$ cat src/rtl/pwm_pkg.sv
// Shared constants, FSM state type and output-polarity helper for the PWM generator.
package pwm_pkg;

  localparam int CNT_W_DEF = 4;

  typedef enum logic [1:0] {
    IDLE  = 2'd0,
    ARMED = 2'd1,
    RUN   = 2'd2
  } pwm_state_e;

  // Map a logical "active" request onto the physical output level.
  function automatic logic pwm_level(input logic active, input bit active_high);
    return active_high ? active : ~active;
  endfunction

endpackage

$ cat src/rtl/pwm_gen_4bit_if.sv
// Bus between the PWM generator and its host: count stream, duty handshake and status outputs.
interface pwm_gen_4bit_if #(
  parameter int CNT_W = pwm_pkg::CNT_W_DEF
);
  logic [CNT_W-1:0] count_in;
  logic             en;
  logic             duty_valid;
  logic [CNT_W-1:0] duty_data;
  logic             duty_ready;
  logic             pwm_out;
  logic             period_start;
  logic             update_done;
  logic             seq_err;

  modport master (
    output count_in, en, duty_valid, duty_data,
    input  duty_ready, pwm_out, period_start, update_done, seq_err
  );

  modport slave (
    input  count_in, en, duty_valid, duty_data,
    output duty_ready, pwm_out, period_start, update_done, seq_err
  );
endinterface

$ cat src/rtl/cnt_wrap_detect.sv
// Tracks the previous count sample, flags the MAX->0 wrap and any step that is not exactly +1.
module cnt_wrap_detect #(
  parameter int CNT_W = pwm_pkg::CNT_W_DEF
) (
  input  logic             clk,
  input  logic             rst,
  input  logic [CNT_W-1:0] count_in,
  output logic             wrap,
  output logic             seq_break
);
  localparam logic [CNT_W-1:0] CNT_MAX = '1;

  logic [CNT_W-1:0] prev_cnt_q;
  logic [CNT_W-1:0] prev_cnt_d;
  logic [CNT_W-1:0] expected_cnt;

  always_comb begin
    prev_cnt_d   = count_in;
    expected_cnt = prev_cnt_q + CNT_W'(1);
  end

  always_ff @(posedge clk or posedge rst) begin
    if (rst) begin
      prev_cnt_q <= '0;
    end else begin
      prev_cnt_q <= prev_cnt_d;
    end
  end

  assign wrap      = (prev_cnt_q == CNT_MAX) && (count_in == '0);
  assign seq_break = (count_in != expected_cnt);

endmodule

$ cat src/rtl/pwm_gen_4bit.sv
// PWM generator slaved to an external up-counter, with double-buffered duty updated at period wrap.
module pwm_gen_4bit
  import pwm_pkg::*;
#(
  parameter int CNT_W       = CNT_W_DEF,
  parameter bit ACTIVE_HIGH = 1'b1
) (
  input  logic          clk,
  input  logic          rst,
  pwm_gen_4bit_if.slave bus
);
  localparam logic INACTIVE_LVL = pwm_level(1'b0, ACTIVE_HIGH);

  logic wrap;
  logic seq_break;

  cnt_wrap_detect #(
    .CNT_W(CNT_W)
  ) u_wrap_detect (
    .clk      (clk),
    .rst      (rst),
    .count_in (bus.count_in),
    .wrap     (wrap),
    .seq_break(seq_break)
  );

  pwm_state_e       state_q,        state_d;
  logic             was_live_q,     was_live_d;
  logic [CNT_W-1:0] shadow_q,       shadow_d;
  logic [CNT_W-1:0] active_duty_q,  active_duty_d;
  logic             pending_q,      pending_d;
  logic             pwm_q,          pwm_d;
  logic             period_start_q, period_start_d;
  logic             update_done_q,  update_done_d;
  logic             seq_err_q,      seq_err_d;

  logic             live;
  logic             take;
  logic             apply;
  logic [CNT_W-1:0] duty_eff;

  always_comb begin
    state_d = state_q;
    unique case (state_q)
      IDLE:    if (bus.en) state_d = ARMED;
      ARMED:   if (wrap)   state_d = RUN;
      RUN:     state_d = RUN;
      default: state_d = IDLE;
    endcase
    if (!bus.en) begin
      state_d = IDLE;
    end
  end

  always_comb begin
    live  = (state_q != IDLE);
    take  = bus.duty_valid && !pending_q;
    // A value accepted on the wrap cycle itself cannot be applied there: pending_q is still 0.
    apply = live && wrap && pending_q;

    duty_eff = (wrap && pending_q) ? shadow_q : active_duty_q;

    shadow_d      = take  ? bus.duty_data : shadow_q;
    active_duty_d = apply ? shadow_q      : active_duty_q;
    pending_d     = pending_q;
    if (apply) begin
      pending_d = 1'b0;
    end else if (take) begin
      pending_d = 1'b1;
    end

    // Keyed off the next state so the output register lines up with the state register.
    pwm_d = pwm_level((state_d == RUN) && (bus.count_in < duty_eff), ACTIVE_HIGH);

    period_start_d = live && wrap;
    update_done_d  = apply;
    was_live_d     = live;

    seq_err_d = seq_err_q | (live && was_live_q && seq_break);
    if (state_d == IDLE) begin
      seq_err_d = 1'b0;
    end
  end

  always_ff @(posedge clk or posedge rst) begin
    if (rst) begin
      state_q        <= IDLE;
      was_live_q     <= 1'b0;
      shadow_q       <= '0;
      active_duty_q  <= '0;
      pending_q      <= 1'b0;
      pwm_q          <= INACTIVE_LVL;
      period_start_q <= 1'b0;
      update_done_q  <= 1'b0;
      seq_err_q      <= 1'b0;
    end else begin
      state_q        <= state_d;
      was_live_q     <= was_live_d;
      shadow_q       <= shadow_d;
      active_duty_q  <= active_duty_d;
      pending_q      <= pending_d;
      pwm_q          <= pwm_d;
      period_start_q <= period_start_d;
      update_done_q  <= update_done_d;
      seq_err_q      <= seq_err_d;
    end
  end

  assign bus.duty_ready   = !pending_q;
  assign bus.pwm_out      = pwm_q;
  assign bus.period_start = period_start_q;
  assign bus.update_done  = update_done_q;
  assign bus.seq_err      = seq_err_q;

endmodule

$ cat src/flat_wrapper.sv
// flat-port wrapper written by rule: the top's interface ports become plain ports
module pwm_gen_4bit_flat import pwm_pkg::*;
#(
  parameter int CNT_W       = CNT_W_DEF,
  parameter bit ACTIVE_HIGH = 1'b1
)
  (clk, rst, bus_count_in, bus_en, bus_duty_valid, bus_duty_data, bus_duty_ready, bus_pwm_out, bus_period_start, bus_update_done, bus_seq_err);
  pwm_gen_4bit_if #(.CNT_W(CNT_W)) bus_i ();
  input  logic clk;
  input  logic rst;
  input wire logic [$bits(bus_i.count_in)-1:0] bus_count_in;
  input wire logic [$bits(bus_i.en)-1:0] bus_en;
  input wire logic [$bits(bus_i.duty_valid)-1:0] bus_duty_valid;
  input wire logic [$bits(bus_i.duty_data)-1:0] bus_duty_data;
  output wire logic [$bits(bus_i.duty_ready)-1:0] bus_duty_ready;
  output wire logic [$bits(bus_i.pwm_out)-1:0] bus_pwm_out;
  output wire logic [$bits(bus_i.period_start)-1:0] bus_period_start;
  output wire logic [$bits(bus_i.update_done)-1:0] bus_update_done;
  output wire logic [$bits(bus_i.seq_err)-1:0] bus_seq_err;
  assign bus_i.count_in = bus_count_in;
  assign bus_i.en = bus_en;
  assign bus_i.duty_valid = bus_duty_valid;
  assign bus_i.duty_data = bus_duty_data;
  assign bus_duty_ready = bus_i.duty_ready;
  assign bus_pwm_out = bus_i.pwm_out;
  assign bus_period_start = bus_i.period_start;
  assign bus_update_done = bus_i.update_done;
  assign bus_seq_err = bus_i.seq_err;
  pwm_gen_4bit #(.CNT_W(CNT_W), .ACTIVE_HIGH(ACTIVE_HIGH)) u_core (.clk(clk), .rst(rst), .bus(bus_i));
endmodule
$ cat config.mk
export PLATFORM = sky130hd
export DESIGN_NAME = pwm_gen_4bit_flat
export DESIGN_NICKNAME = d
export VERILOG_FILES = /design/src/rtl/pwm_pkg.sv /design/src/rtl/pwm_gen_4bit_if.sv /design/src/rtl/cnt_wrap_detect.sv /design/src/rtl/pwm_gen_4bit.sv /design/src/flat_wrapper.sv
export SDC_FILE = /design/constraint.sdc
export NUM_CORES = 1
export LEC_CHECK = 0
export ABC_AREA = 1
export CAP_MARGIN = 20
export CORE_AREA = 2 2 47 49
export DETAILED_ROUTE_END_ITERATION = 8
export DIE_AREA = 0 0 49 51
export PLACE_DENSITY = 0.75
export RECOVER_POWER = 50
export SLEW_MARGIN = 30
export SYNTH_ARGS = -nofsm -noshare
export SYNTH_HDL_FRONTEND = slang
export SYNTH_HIERARCHICAL = 1
export SYNTH_SLANG_ARGS = --single-unit
$ cat constraint.sdc
create_clock -name clk -period 2.5 [get_ports clk]
set_input_delay 0.625 -clock clk [delete_from_list [all_inputs] [get_ports clk]]
set_output_delay 0.625 -clock clk [all_outputs]
set_load 0.05 [all_outputs]
; Word level (Yosys, flattened, before mapping)
; Index checks and enable logic that the tools add are counted.
[op_classes]
muxes = 7
n_lt_le_gt_ge = 1
eq_ne = 5
addsub = 1
bitwise = 1
n_reduce_logical = 14
[op_table]
columns = operator, count
row1 = $logic_and 1x1->1, 8
row2 = $pmux 2 s3, 1
row3 = $add 4x1->4 const B, 1
row4 = $eq 2x2->1 const B, 2
row5 = $eq 4x4->1 const B, 1
row6 = $logic_not 2->1, 2
row7 = $logic_not 4->1, 1
row8 = $lt 4x4->1, 1
row9 = $mux 2, 2
row10 = $mux 4, 1
row11 = $ne 4x4->1, 1
row12 = $reduce_bool 2->1, 2
row13 = $mux 1, 3
row14 = $eq 2x1->1 const B, 1
row15 = $logic_not 1->1, 1
row16 = $or 1x1->1, 1
[totals]
word_cells = 39
out_inout_bits = 5
reg_bits = 20
in_bits = 12

; Depth between registers and ports, before layout
; Gate-level depths: netlist of run 1.
[logic_depth]
depth_word = 7
mapped_depth = 10
ltp_nobuf = 10

; Cells and area by module
; The synthesis of run 1 kept the hierarchy.
[by_module_without_submodules]
columns = mod, cells_each, seq_area_each_um2, area_per_inst_um2, n_inst
row1 = pwm_gen_4bit, 76, 400.4, 711.9, 1
row2 = cnt_wrap_detect, 40, 100.1, 252.7, 1

; Worst setup path before layout of run 1
; Ideal clock, no wire load.
[synth_path]
path_type = input-to-reg
startpoint = input bus_count_in[3]
endpoint = register u_core.pwm_q, in the netlist u_core/bus.pwm_out
path_stages = 10
path_buffers = 0
required_time_ns = 2.427
arrival_ns = 2.048
setup_time_ns = 0.073
path_slack_ns = 0.379
cell_sequence = inv_1 nand2_1 nor3_1 nand2_4 nor2_1 a21oi_1 ha_1 a21oi_1 nand2_1 a21oi_2
[synth_via]
elab_chain_cells = 7
word_cells_on_any_way = 10
classes_between = order compare (1) / eq/ne (1) / mux (4) / reduce/logical (4)
[synth_rtl]
columns = item, line
row1 = "start, declared", flat_wrapper.sv:11  ; input wire logic [$bits(bus_i.count_in)-1:0] bus_count_in;
row2 = $logic_not 4->1 (*), cnt_wrap_detect.sv:30  ; assign wrap = (prev_cnt_q == CNT_MAX) && (count_in == '0);
row3 = $logic_and 1x1->1 (*), cnt_wrap_detect.sv:30
row4 = via u_core.wrap, pwm_gen_4bit.sv:14  ; logic wrap;
row5 = $mux 2, pwm_gen_4bit.sv:46  ; ARMED: if (wrap) state_d = RUN;
row6 = $pmux 2 s3, pwm_gen_4bit.sv:44  ; unique case (state_q)
row7 = $mux 2, pwm_gen_4bit.sv:50  ; if (!bus.en) begin
row8 = $eq 2x2->1, pwm_gen_4bit.sv:73  ; pwm_d = pwm_level((state_d == RUN) && (bus.count_in < duty_eff), ACTIVE_HIGH);
row9 = $logic_and 1x1->1 (*), pwm_gen_4bit.sv:73
row10 = via u_core.pwm_d, pwm_gen_4bit.sv:32  ; logic pwm_q, pwm_d;
row11 = "end signal, assigned", pwm_gen_4bit.sv:102  ; pwm_q <= pwm_d;
row12 = "end, declared", pwm_gen_4bit.sv:32
; Mark *: on every way through the listed nets, which the timed path passes. The rest lies on a longest branch.
; A chain may end at the register's enable or synchronous reset.

; Worst setup path in the final report of run 1
[layout_path]
startpoint = input bus_count_in[0]
endpoint = register u_core.pwm_q, in the netlist u_core/bus.pwm_out
; Same word-level chain as after synthesis.

==> results of run 1 <==
-- worst max-delay path, delay by kind of cell --
| kind | cells | cell delay, ns |
|---|---|---|
| and+or+nand+nor | 5 | 0.56 |
| adders and majority gates | 1 | 0.29 |
| AOI/OAI and AO/OA | 3 | 0.35 |
| buffers and inverters | 3 | 0.67 |
-- cells in the mapped netlist (all sizes together) --
cell,instances
inv,24
clkinv,1
nor3,1
dfrtp,20
a31oi,1
o21ai,3
nor2,15
nand2,25
nand3,8
ha,4
a21oi,13
and2,1
-- report_power, final --
part	switching, mW	total [mW]	internal (mW)
clock	0.0940	0.183	0.0886
combinational	0.0809	0.137	0.0557
sequential	0.0165	0.379	0.362
total	0.191	0.698	0.507
-- area by class of cell --
class	instances	area (um2)
fill	191	836
sequential	20	500
multi-input combinational	71	368
timing repair buffer	21	194
inverter	25	93.8
clock buffer	4	36.3
tap	28	35.0
-- layer usage --
layer,track usage,vias up,part of all wire
li1,-,413,-
met1,0.185,365,0.46
met2,0.288,12,0.50
met3,0.0322,2,0.029
met4,0.0571,0,0.0058
met5,0,-,0
-- state kept, by name, summed over array words and instances, names as in the netlist --
| register | flops |
|---|---|
| u_core/state_q | 2 |
| u_core/bus.pwm_out | 1 |
| u_core/bus.update_done | 1 |
| u_core/shadow_q | 4 |
| u_core/active_duty_q | 4 |
| u_core/bus.seq_err | 1 |
| u_core/pending_q | 1 |
| u_core/was_live_q | 1 |
| u_core/bus.period_start | 1 |
| u_core/u_wrap_detect/prev_cnt_q | 4 |
-- worst paths after layout --
path,end,cells after the start,startpoint
max,u_core/bus.pwm_out,12,bus_count_in[0]
min,u_core/bus.seq_err,2,u_core/bus.seq_err
max reg2reg,u_core/bus.pwm_out,11,u_core/u_wrap_detect/prev_cnt_q[0]
min reg2reg,u_core/bus.seq_err,2,u_core/bus.seq_err
max in group asynchronous,u_core/shadow_q[2],2,rst
min in group asynchronous,u_core/u_wrap_detect/prev_cnt_q[3],2,rst
-- cell usage in the layout (no fill, tap or decap), types with 4 or more instances in the layout --
cell and instances:
buf_4 4, clkdlybuf4s50_1 14, a21oi_1 12, ha_1 4, dfrtp_1 20, inv_1 23
nand2_1 23, nand3_1 8, nor2_1 14
-- kinds of logic (layout without fill, tap and decap cells) --
family,Yosys count,after routing,share of synthesized area
AO/OA/AOI/OAI,17,17,0.0934
adder cells (fa/ha/maj),4,4,0.0519
buffers and inverters,25,50,0.0973
flip-flops,20,20,0.519
AND/OR/NAND/NOR,50,50,0.239
==> reports/qor_table.md, run 1 <==
| Stage | Parameter | Value |
| --- | --- | --- |
| run status | Result of the run | finished, final reports clean |
| sta | Highest achievable clock rate | 440 MHz |
| clocking | Root buf cell | clkbuf_4 |
| sta | Worst-margin pin slew | 0.603 ns |
| final layout | Count of placed standard cells in the final layout, fillers left out | 169 |
| clocking | Post-cts resize count | 0 |
| drt | # DRC | 0 |
| place | Total placed instance area | 0.00120 mm2 |
| critical path | Critical path peak fanout | 8 |
| drt | Total routed wirelength | 1.73 mm |
| critical path | CP Capture Type | flip-flop |
| final layout | Share of final-layout standard cells stronger than drive strength 1 | 0.0922 |
| clocking | Total clock sinks | 20 |
| sta | Setup repair after global routing missed its margin | false |
| sta | Total count of max-transition violations in the final report | 0 |
| drt | Total via count in the routed design | 792 |
| critical path | Master of the slowest instance on the critical path | clkdlybuf4s50_1 |
| place | Half-perimeter wire length of the detailed placement result | 1.35 mm |
| synth | Syn Std Cell Area | 965 um2 |
| run | Reported max-cap violation count | 0 |
| synth | Count of distinct cell types in the synthesized netlist | 17 |
| place | Dpl cells | 165 |
| power and ir drop | Power consumption | 0.698 mW |
| clocking | Number of buffers inserted to repair setup after CTS | 0 |
| drt | Antenna viol nets, final | 0 |
| clocking | Maximum buffer depth of the clock tree | 2 |
| clocking | Number of buffers added by the clock tree synthesis step | 3 |
| sta | Relative slew slack | 0.597 |
| synth | Syn Nets | 132 |
| sta | Clock skew after layout | 0.00328 ns |
| place | IO buf count | 16 |
| synth | Seq cells post-synth | 20 |
| synth | Portion of synthesized cell area occupied by the leading cell type | 0.519 |
| power and ir drop | Worst IR drop on VDD | 0.000451 V |
| die | Boundary pin count | 17 |
| synth | Sequential share of the synthesized area | 0.519 |
| global routing | Via count of the first global-routing pass | 757 |
| sta | Final critical-path setup slack | 0.230 ns |
| drt | DRC marker count from the first detailed-route iteration | 9 |
| global routing | Antenna violations before repair | 0 |
| clocking | Clock slew seen by the registers of the worst setup and hold paths | 0.11 ns |
| synth | Biggest area consumer among synthesized cells | dfrtp_1 |
| final layout | End-of-flow core utilization | 0.595 |
| die | Vertical die dimension | 51 um |
| place | Final estimated routing congestion in global placement | 0.719 |
| die | Initial core utilization | 0.468 |
| die | Cell Rows | 17 |
| critical path | Worst setup slack for register-to-register paths | 0.43 ns |
| worst hold path | HP Class | reg2reg |
| critical path | CP Launch Type | input pin |
| global routing | Global-route wire length before repair | 3.04 mm |
| clocking | CTS tree | built |
| sta | Total Neg Setup Slack | 0 ns |
| global routing | Maximum number of pins on one net before global-route repair | 17 |
| drt | First-pass iteration count of the detailed router | 4 |
| synth | Mean cell area of the mapped netlist | 8.32 um2 |
| clocking | # H-tree levels | 1 |
| drt | Wire length per cell after detailed routing | 10.2 um |
| final layout | Final nets | 158 |
| critical path | Cell repeated most along the worst path | a21oi_1 |
| power and ir drop | Cell leakage power | 0.654 nW |
| synth | Number of synthesis warnings | 6 |
| final layout | Number of antenna diodes | 0 |
| critical path | Start-to-end type of the worst setup path | in2reg |
| die | Core area | 0.00206 mm2 |
| critical path | Data arrival time of the critical path | 2.50 ns |
| place | Pre-CTS setup slack | -0.0600 ns |
| sta | Worst hold margin | 0.504 ns |
| sta | Count of endpoints failing hold in the final timing report | 0 |
| clocking | Clock insertion delay at the later pin of the skew report | 0.29 ns |
| drt | Vias per std cell | 4.69 |
| sta | Final Critical Period | 2.27 ns |
| die | Die area | 0.00250 mm2 |
| synth | Top cells by area, synth | dfrtp_1 (52%), inv_1 (8.9%), nand2_1 (8.6%) |
| die | Horizontal die dimension | 49 um |
| sta | Final setup violation count | 0 |
| global routing | Gr usage total | 0.158 |
| final layout | Design Area, Final | 0.00123 mm2 |
| critical path | Required time worst endpoint | 2.73 ns |
| synth | Synthesized netlist cell count | 116 |
| global routing | Remaining global-route overflow | 0 |
| power and ir drop | Power per standard cell area | 569 mW/mm2 |
| critical path | List of cells traversed by the critical path | clkdlybuf4s50_1 -> inv_1 -> nand3_1 -> nor3_1 -> buf_4 -> nand2_4 -> nor2_1 -> a21oi_1 -> ha_1 -> a21oi_1 -> nand2_1 -> a21oi_2 |
| sta | Share of the clock period used by the worst path | 0.908 |
| critical path | CP peak stage delay | 0.42 ns |
| final layout | Area growth, synth to finish | 27.2% |
| clocking | Count of hold buffers inserted by post-cts repair | 0 |
No activity file was read; power rests on OpenSTA's default activity.
==> run 2, diff against run 1 <==
- ABC_AREA: 1 -> unset
- CORE_AREA: 2 2 47 49 -> 2 2 46 48
- DIE_AREA: 0 0 49 51 -> 0 0 48 50
- PLACE_DENSITY: 0.75 -> 0.74
==> run 2 against run 1 <==
Effect of this change:
- worst hold slack better by 0.012 ns
- global-route usage down 0.32 points
- synthesized cell count down 40%
- final cell count down 28%
- total power down 13%
- routed wire length down 9.8%
- combinational power down 43%
- sequential power down 7.1%
- highest routed layer unchanged
- non-clock buffer count unchanged
==> reports/qor_table.md, run 2 <==
| Stage | Parameter | Value | Delta |
| --- | --- | --- | --- |
| power and ir drop | Worst IR drop on VDD | 0.000391 V | -13% |
| critical path | First element of the critical path | bus_count_in[1] |  |
| critical path | Critical path depth | 8 | -4 |
| critical path | Master of the slowest instance on the critical path | clkdlybuf4s50_1 |  |
| drt | Vias per std cell | 5.03 | +7.4% |
| critical path | Register-to-Register Path Depth | 7 | -4 |
| synth | Portion of synthesized cell area occupied by the leading cell type | 0.556 | +0.0375 |
| run status | Result of the run | finished, final reports clean |  |
| synth | Count of distinct cell types in the synthesized netlist | 23 | +6 |
| die | Vertical die dimension | 50 um | -2.0% |
| synth | Number of synthesis warnings | 6 | unchanged |
| final layout | Commonest non-fill, non-tap cells in the layout | dfrtp_1 (20), clkdlybuf4s50_1 (15), mux2_2 (8) |  |
| drt | Wire length per cell after detailed routing | 12.8 um | +25% |
| global routing | Antenna violations before repair | 0 | unchanged |
| critical path | End point of the critical path | u_core/bus.pwm_out |  |
| final layout | Most common cell after layout, fill and taps aside | dfrtp_1 |  |
| clocking | Post-cts resize count | 0 | unchanged |
| critical path | Top delay family on crit path | simple AND/OR/NAND/NOR gates |  |
| clocking | Maximum buffer depth of the clock tree | 2 | unchanged |
| critical path | CP Launch Type | input pin |  |
| synth | Share of synthesized flip-flops with an asynchronous set or reset | 1.00 | unchanged |
| sta | Share of the clock period used by the worst path | 0.920 | +0.0117 |
| sta | Setup repair after global routing missed its margin | false |  |
| global routing | Maximum number of pins on one net before global-route repair | 17 | unchanged |
| clocking | Clock slew seen by the registers of the worst setup and hold paths | 0.10 ns | about the same |
| critical path | Start-to-end type of the worst setup path | in2reg |  |
| critical path | Launch point of the worst reg-to-reg path | u_core/u_wrap_detect/prev_cnt_q[0] |  |
| critical path | CP peak stage delay | 0.42 ns | about the same |
| power and ir drop | Cell leakage power | 0.542 nW | -17% |
| global routing | Global-route wire length before repair | 2.55 mm | -16% |
| synth | Mean cell area of the mapped netlist | 12.9 um2 | +55% |
| sta | Highest achievable clock rate | 435 MHz | -1.3% |
| critical path | CP Capture Type | flip-flop |  |
| critical path | Required time worst endpoint | 2.68 ns | -0.05 ns |
| clocking | Count of hold buffers inserted by post-cts repair | 0 | unchanged |
| place | Final estimated routing congestion in global placement | 0.703 | -2.3% |
| run | Reported max-cap violation count | 0 | unchanged |
| sta | Final Critical Period | 2.30 ns | +0.0294 ns |
| synth | EDFF count, synth | 0 | unchanged |
| sta | Worst-margin pin slew | 0.601 ns | -0.00243 ns |
| drt | Total routed wirelength | 1.56 mm | -9.8% |
| clocking | Number of buffers added by the clock tree synthesis step | 3 | unchanged |
| sta | Count of endpoints failing hold in the final timing report | 0 | unchanged |
| global routing | Remaining global-route overflow | 0 | unchanged |
| clocking | Number of buffers inserted to repair setup after CTS | 0 | unchanged |
| place | IO buf count | 16 | unchanged |
| synth | Biggest area consumer among synthesized cells | dfrtp_1 |  |
| synth | Main flop type after synthesis | dfrtp_1 |  |
| worst hold path | HP Class | reg2reg |  |
| final layout | Count of placed standard cells in the final layout, fillers left out | 122 | -28% |
| power and ir drop | Power per standard cell area | 524 mW/mm2 | -7.9% |
| place | Dpl cells | 118 | -28% |
| drt | Total via count in the routed design | 614 | -22% |
| critical path | Data arrival time of the critical path | 2.48 ns | -0.02 ns |
| critical path | Sum of buffers and inverters on the critical path | 1 | -2 |
| critical path | Worst setup slack for register-to-register paths | 0.59 ns | +0.16 ns |
| die | Cell Rows | 16 | -1 |
| final layout | Final nets | 112 | -29% |
| sta | Total Neg Setup Slack | 0 ns | unchanged |
| drt | DRC marker count from the first detailed-route iteration | 8 | -1 |
| synth | Top cells by area, synth | dfrtp_1 (56%), mux2_2 (10%), ha_1 (5.6%) |  |
| sta | Total count of max-transition violations in the final report | 0 | unchanged |
| global routing | Via count of the first global-routing pass | 601 | -21% |
| critical path | List of cells traversed by the critical path | clkdlybuf4s50_1 -> nor4b_1 -> and4b_1 -> nand2_1 -> mux2i_1 -> ha_1 -> o211ai_1 -> o2111a_1 |  |
| synth | Most instantiated library cell after synthesis | dfrtp_1 |  |
| synth | Sequential share of the synthesized area | 0.556 | +0.0375 |
| clocking | Root buf cell | clkbuf_4 |  |
| drt | First-pass iteration count of the detailed router | 4 | unchanged |
| final layout | Largest registers in the final layout | u_core/active_duty_q: 4 flops, u_core/shadow_q: 4 flops, u_core/u_wrap_detect/prev_cnt_q: 4 flops |  |
| die | Core area | 0.00190 mm2 | -7.8% |
| synth | Syn Nets | 86 | -35% |
| final layout | End-of-flow core utilization | 0.608 | +0.0130 |
| die | Initial core utilization | 0.473 | +0.00547 |
| sta | Final setup violation count | 0 | unchanged |
| sta | Relative slew slack | 0.599 | +0.00162 |
| clocking | CTS tree | built |  |
| die | Die area | 0.00240 mm2 | -4.0% |
| final layout | Area growth, synth to finish | 28.5% |  |
| drt | # DRC | 0 | unchanged |
| place | Half-perimeter wire length of the detailed placement result | 1.24 mm | -8.1% |
| clocking | # H-tree levels | 1 | unchanged |
| final layout | Share of final-layout standard cells stronger than drive strength 1 | 0.179 | +0.0867 |
| sta | Worst hold margin | 0.516 ns | +0.0122 ns |
| synth | Seq cells post-synth | 20 | unchanged |
| die | Boundary pin count | 17 | unchanged |
| clocking | Clock insertion delay at the later pin of the skew report | 0.29 ns | about the same |
| global routing | Gr usage total | 0.155 | -0.00319 |
| final layout | Number of antenna diodes | 0 | unchanged |
| sta | Clock skew after layout | 0.00143 ns | -0.00185 ns |
| clocking | Total clock sinks | 20 | unchanged |
| synth | Synthesized netlist cell count | 70 | -40% |
| drt | Antenna viol nets, final | 0 | unchanged |
| synth | Most frequent cells after synthesis | dfrtp_1 (20), mux2_2 (8) |  |
| critical path | Critical path peak fanout | 3 | -5 |
| critical path | Worst R2R End | u_core/bus.pwm_out |  |
| die | Horizontal die dimension | 48 um | -2.0% |
| synth | Syn Std Cell Area | 900 um2 | -6.7% |
[run 2: layer usage]
layer / global-route usage / share of wire / routed length (um) / up-vias
met5: 0 / 0 / 0 / -
met2: 0.258 / 0.53 / 822 / 18
met1: 0.182 / 0.41 / 639 / 297
met4: 0.0811 / 0.0083 / 13 / 0
li1: - / - / - / 297
met3: 0.0220 / 0.055 / 86 / 2
[run 2: power by group]
part	internal [mW]	switching [mW]	total, mW
logic	0.0436	0.0339	0.0775
registers	0.340	0.0123	0.352
clock network	0.0886	0.0872	0.176
total	0.472	0.134	0.606
[run 2: cell families after synthesis]
| logic type | after synthesis | synth area share |
|---|---|---|
| mux | 12 | 0.145 |
| simple gates | 17 | 0.107 |
| buf+inv | 4 | 0.0167 |
| flops | 20 | 0.556 |
| xor+xnor | 6 | 0.0584 |
| fa+ha+maj | 4 | 0.0556 |
| compound gates | 7 | 0.0612 |
[run 2: final cells by class]
type                    instances  area (um2)
fillers                       167         746
flip-flops and latches         20         500
multi-input cells              46         384
repair buffers                 21         186
clock buffers                   4        36.3
well taps                      27        33.8
inverters                       4        15.0
[run 2: worst min path at each step]
stage                     depth (start not counted)                            endpoint                     from
after global placement                            1             u_core/active_duty_q[0]  u_core/active_duty_q[0]
final                                             1             u_core/active_duty_q[1]  u_core/active_duty_q[1]
after CTS                                         2  u_core/u_wrap_detect/prev_cnt_q[0]                      rst
after detailed placement                          1             u_core/active_duty_q[1]  u_core/active_duty_q[1]
after global routing                              1             u_core/active_duty_q[1]  u_core/active_duty_q[1]
after floorplan                                   1  u_core/u_wrap_detect/prev_cnt_q[0]                      rst
[run 2: stage by stage]
stage | power (mW) | area [um2] | setup slack, ns
6_report | 0.606 | 1160 | 0.200
3_5_place_dp | 0.440 | 1130 | -0.116
3_3_place_gp | 0.436 | 1130 | -0.0386
4_1_cts | 0.621 | 1170 | 0.196
2_1_floorplan | 0.399 | 900 | 0.369
5_1_grt | 0.641 | 1160 | 0.0969
[run 2: worst reg2reg max path, stage by stage, from the launching register on]
cell      delay, ns
dfrtp_1        0.42
ha_1           0.24
and4b_1        0.21
nand2_1        0.15
mux2i_1        0.22
ha_1           0.26
a21oi_1        0.16
o2111a_1       0.20
